[config.mk]
export PLATFORM = sky130hd
export DESIGN_NAME = serial_subtractor_8bit
export DESIGN_NICKNAME = d
export VERILOG_FILES = /design/src/rtl/serial_subtractor_8bit.sv
export SDC_FILE = /design/constraint.sdc
export NUM_CORES = 1
export LEC_CHECK = 0
export CAP_MARGIN = 20
export CORE_AREA = 4 4 90 83
export CTS_CLUSTER_DIAMETER = 40
export DETAILED_ROUTE_END_ITERATION = 16
export DIE_AREA = 0 0 94 87
export PLACE_DENSITY = 0.53
export SLEW_MARGIN = 40
export SYNTH_ARGS = -nofsm -noshare
export SYNTH_HDL_FRONTEND = slang
export SYNTH_SLANG_ARGS = --single-unit
export TNS_END_PERCENT = 50
[constraint.sdc]
create_clock -name clk -period 1.96 [get_ports clk]
set_input_delay 0.392 -clock clk [delete_from_list [all_inputs] [get_ports clk]]
set_output_delay 0.392 -clock clk [all_outputs]
set_load 0.03 [all_outputs]
[src/rtl/serial_subtractor_8bit.sv]
// Bit-serial two's-complement subtractor: diff = a - b, one bit per clock,
// LSB first, through a single borrow-ripple stage. A start/busy/done
// handshake sequences it; borrow, signed overflow and zero flags are
// reported with the result. All visible outputs come straight from flops.
module serial_subtractor_8bit #(
  parameter int WIDTH = 8
) (
  input  logic             clk,
  input  logic             rst_n,
  input  logic             start,
  input  logic [WIDTH-1:0] a,
  input  logic [WIDTH-1:0] b,
  output logic             busy,
  output logic             done,
  output logic [WIDTH-1:0] diff,
  output logic             borrow_out,
  output logic             overflow,
  output logic             zero
);

  localparam int CW = $clog2(WIDTH);

  localparam logic [1:0] ST_IDLE  = 2'd0;
  localparam logic [1:0] ST_SHIFT = 2'd1;
  localparam logic [1:0] ST_DONE  = 2'd2;

  logic [1:0]       state_q, state_d;
  logic [WIDTH-1:0] a_sh_q, a_sh_d;
  logic [WIDTH-1:0] b_sh_q, b_sh_d;
  logic [WIDTH-1:0] res_q, res_d;
  logic             br_q, br_d;
  logic [CW-1:0]    cnt_q, cnt_d;
  logic             busy_q, busy_d;
  logic             done_q, done_d;
  logic [WIDTH-1:0] diff_q, diff_d;
  logic             borrow_q, borrow_d;
  logic             ovf_q, ovf_d;
  logic             zero_q, zero_d;

  logic             a_bit_s;
  logic             b_bit_s;
  logic             d_bit_s;
  logic             br_nx_s;
  logic [WIDTH-1:0] res_nx_s;

  // One borrow-ripple stage on the current LSBs of the operand shifters.
  always_comb begin
    a_bit_s  = a_sh_q[0];
    b_bit_s  = b_sh_q[0];
    d_bit_s  = a_bit_s ^ b_bit_s ^ br_q;
    br_nx_s  = (~a_bit_s & b_bit_s) | (~(a_bit_s ^ b_bit_s) & br_q);
    res_nx_s = {d_bit_s, res_q[WIDTH-1:1]};
  end

  // Next-state logic: operand capture, bit stepping and result publication.
  always_comb begin
    state_d  = state_q;
    a_sh_d   = a_sh_q;
    b_sh_d   = b_sh_q;
    res_d    = res_q;
    br_d     = br_q;
    cnt_d    = cnt_q;
    diff_d   = diff_q;
    borrow_d = borrow_q;
    ovf_d    = ovf_q;
    zero_d   = zero_q;
    case (state_q)
      ST_IDLE: begin
        if (start) begin
          state_d = ST_SHIFT;
          a_sh_d  = a;
          b_sh_d  = b;
          br_d    = 1'b0;
          cnt_d   = {CW{1'b0}};
        end else begin
          state_d = ST_IDLE;
        end
      end
      ST_SHIFT: begin
        a_sh_d = {1'b0, a_sh_q[WIDTH-1:1]};
        b_sh_d = {1'b0, b_sh_q[WIDTH-1:1]};
        res_d  = res_nx_s;
        br_d   = br_nx_s;
        cnt_d  = cnt_q + CW'(1);
        if (cnt_q == CW'(WIDTH - 1)) begin
          // On the last bit the shifter LSBs hold the latched operand MSBs.
          state_d  = ST_DONE;
          diff_d   = res_nx_s;
          borrow_d = br_nx_s;
          ovf_d    = (a_bit_s != b_bit_s) && (d_bit_s != a_bit_s);
          zero_d   = (res_nx_s == {WIDTH{1'b0}});
        end else begin
          state_d = ST_SHIFT;
        end
      end
      ST_DONE: begin
        state_d = ST_IDLE;
      end
      default: begin
        state_d = ST_IDLE;
      end
    endcase
    busy_d = (state_d == ST_SHIFT);
    done_d = (state_d == ST_DONE);
  end

  // State and datapath registers; reset aborts any operation in flight.
  always_ff @(posedge clk or negedge rst_n) begin
    if (!rst_n) begin
      state_q  <= ST_IDLE;
      a_sh_q   <= {WIDTH{1'b0}};
      b_sh_q   <= {WIDTH{1'b0}};
      res_q    <= {WIDTH{1'b0}};
      br_q     <= 1'b0;
      cnt_q    <= {CW{1'b0}};
      busy_q   <= 1'b0;
      done_q   <= 1'b0;
      diff_q   <= {WIDTH{1'b0}};
      borrow_q <= 1'b0;
      ovf_q    <= 1'b0;
      zero_q   <= 1'b0;
    end else begin
      state_q  <= state_d;
      a_sh_q   <= a_sh_d;
      b_sh_q   <= b_sh_d;
      res_q    <= res_d;
      br_q     <= br_d;
      cnt_q    <= cnt_d;
      busy_q   <= busy_d;
      done_q   <= done_d;
      diff_q   <= diff_d;
      borrow_q <= borrow_d;
      ovf_q    <= ovf_d;
      zero_q   <= zero_d;
    end
  end

  assign busy       = busy_q;
  assign done       = done_q;
  assign diff       = diff_q;
  assign borrow_out = borrow_q;
  assign overflow   = ovf_q;
  assign zero       = zero_q;

endmodule

==> results.md <==
* Run status: complete, no violations
* Total clock sinks at 42
* Largest stage delay on the critical path at 670 ps
* Chip Width at 94 µm
* Yosys top cell by area: sky130_fd_sc_hd__dfrtp_1
* Die ar. at 8180 µm²
* Worst Setup SP: zero
* Synthesized instance count at 175
* Layout cell share with drive strength beyond 1 at 11.9%
* Hpwl dp at 2650 µm
* Most used flip-flop cell after synthesis: sky130_fd_sc_hd__dfrtp_1
* R2R cell count at 5
* Final setup violation count at 0
* Worst hold margin at 157 ps
* TritonCTS clock tree: built
* Crit path arrival time at 1320 ps
* Count leader, synth: sky130_fd_sc_hd__dfrtp_1
* Clock transition at path regs at 80 ps
* Drt wl/cell at 13.4 µm
* Yosys reg bits at 42
* Worst setup EP type: output port
* Unrepaired setup endpoints after global routing: false
* Final period util at 87.5%
* Reg2reg end: zero
* Cell depth of the worst setup path at 1
* Initial DRC count at 79
* Share of the synthesized area in the top cell type at 54.8%
* Synth top cells by count: sky130_fd_sc_hd__dfrtp_1, sky130_fd_sc_hd__nand2_1, sky130_fd_sc_hd__a21oi_1, sky130_fd_sc_hd__a22oi_1, sky130_fd_sc_hd__o21ai_1
* Port Buffers at 31
* Top layer used by detailed routing: met4
* Footprint of the multi-input gates at 763 µm²
* ANT cells at 0
* Cell area after synthesis at 1920 µm²
* Cell leakage power at 1.08 nW
* Vias per Instance at 4.55
* Synthesized area per cell at 11.0 µm²
* Area of the placeable core at 6520 µm²
* Post-route DRC at 0
* Insertion delay of the later-clocked pin in the worst-skew pair at 290 ps
* Max Clock Freq at just under 0.6 GHz
* Crit path max-delay cell type: sky130_fd_sc_hd__clkdlybuf4s50_1
* Post-detailed-routing wire length at between 4000 and 5000 µm
* Initial antenna violation count at 0
* Peak supply drop at 360 µV
* Die Span Y at 87 µm
* RR Startpoint: a_sh_q[0]
* Final Skew at 4.41 ps
* # IOs at 32
* Ys Warns at 0
* Async set-or-reset flop fraction in the synthesized netlist at 100%
* Max_cap viols at 0
* Maximum clock path buffer count at 2
* GRT overflow at 0
* First-pass iteration count of the detailed router at 4
* Post-layout total power at roughly 3.6 mW
* Core Rows at 28
* Number of distinct library cells after synthesis at 30
* Global-route wire length before repair at 7100 µm
* Number of max-slew violations in the final report at 0
* Relative slew slack at a little under two thirds
* Count of final hold-check violations at 0
* Met1 wire length at 2090 µm
* Count of fill cells added during filler insertion at 657
* Register area at 1050 µm²
* Hold_buf cts at 0
* Sequence of cells on the critical path: clkdlybuf4s50_1
* Post-CTS sizing at 0
* R2R setup slack at 390 ps
* Main area contributors after synthesis: sky130_fd_sc_hd__dfrtp_1, sky130_fd_sc_hd__a22oi_1, sky130_fd_sc_hd__nand2_1
* Type of the tightest min-delay check: input port to async pin
* Sequential-to-total area share from yosys stat at 54.8%
* Worst setup endpoint: zero
* Syn nets at 198
* H-Tree Depth at 2
* Total clock buffers created by CTS at 5
* Buffers and inverters on the worst path at 1
* Sum of met2 wire segment lengths after detailed routing at 1670 µm
* Worst-margin pin slew at 542 ps
* Final TNS setup at 0 ps
* Number of vias in the routed layout at 1366
* Global Route Usage Sum at approximately 11%
* Library cell used as clock root buffer: sky130_fd_sc_hd__clkbuf_8
* Post-CTS Setup Inserts at 0
* Critical setup path kind: register to output port
* Largest net degree at the start of global routing at 43
* CP Max Fanout at 2
* Nets@finish at between 200 and 250
* Vias in the first global route at ~1400
* Min Tclk post-route at 1720 ps
* Fin worst setup slack at 245 ps
* Met3 wire length at 186 µm
* Startpoint type of the worst setup path: register
* Final Wtd Congestion at 0.688
* Cell family with most CP delay: buffers and inverters
* Antenna-violating nets left at 0
* PwrDens at between 1000 and 1500 nW/µm²
* Data required time at the worst endpoint at 1570 ps
* Post-synth EDFFs at 0
* Initial Util at 29.5%
* Worst slack at placement at roughly 340 ps
* Syn-to-layout area delta at 24.6%
[placed cells by master (no fill, tap or decap), types with 4 or more instances in the layout]
cell / netlist / routed
sky130_fd_sc_hd__a22oi_1: 14 / 14
sky130_fd_sc_hd__buf_4: 1 / 7
sky130_fd_sc_hd__inv_1: 4 / 4
sky130_fd_sc_hd__and2b_1: 8 / 8
sky130_fd_sc_hd__nand2_1: 26 / 26
sky130_fd_sc_hd__o21ai_1: 12 / 12
sky130_fd_sc_hd__nor2b_1: 8 / 8
sky130_fd_sc_hd__a21oi_1: 15 / 15
sky130_fd_sc_hd__mux2_2: 8 / 8
sky130_fd_sc_hd__dfrtp_1: 42 / 42
sky130_fd_sc_hd__clkdlybuf4s50_1: 0 / 30
sky130_fd_sc_hd__o21ai_0: 8 / 8
sky130_fd_sc_hd__clkbuf_8: 0 / 6
[area by class of cell]
class,count,share of cell area (%)
multi-input combinational,118,31.9
clock buffer,7,3.61
timing repair buffer,38,15.0
sequential,42,44.0
clock inverter,1,0.209
inverter,4,0.628
tap,90,4.71
[per-stage QoR]
step / cell area [µm²] / util (%) / instances
final: 2390 / 36.7 / 300
after global routing: 2390 / 36.7 / 300
after CTS: 2390 / 36.7 / 300
after detailed placement: 2300 / 35.3 / 292
after global placement: 2300 / 35.3 / 292
after floorplan: 1920 / - / 175
[per-layer routing]
metal / track usage (%) / up-vias
met4: 4.33 / 0
met5: 0 / -
met3: 3.54 / 5
met1: 15.9 / 658
met2: 15.6 / 27
li1: - / 676
[kinds of logic (layout without fill, tap and decap cells)]
logic type	after synthesis	after routing	share of synthesized area (%)
AO/OA/AOI/OAI	55	55	17.2
XOR/XNOR	1	1	0.456
adder cells (fa/ha/maj)	4	4	3.00
buffers and inverters	15	50	5.48
flip-flops	42	42	54.8
multiplexers	9	9	5.22
AND/OR/NAND/NOR	49	49	13.9
[state kept, by name (all words and copies together) (netlist names)]
name and count:
a_sh_q 8, b_sh_q 8, borrow_out 1, br_q 1, busy 1, cnt_q 3, diff 8, done 1
overflow 1, res_q 7, state_q 2, zero 1
[worst min path at each step]
stage / start / endpoint / slack, ps
final: rst_n / diff[6] / 160
after global routing: rst_n / diff[6] / 200
after CTS: rst_n / diff[6] / 170
after detailed placement: overflow / overflow / 480
after global placement: overflow / overflow / 470
after floorplan: rst_n / a_sh_q[0] / 100
[report_power, final]
group	switching [mW]	total [mW]	internal (mW)
Clock	0.287	0.571	0.284
Combinational	0.777	1.48	0.707
Sequential	0.281	1.51	1.23
Note: power is estimated with default switching activity, not from simulation.
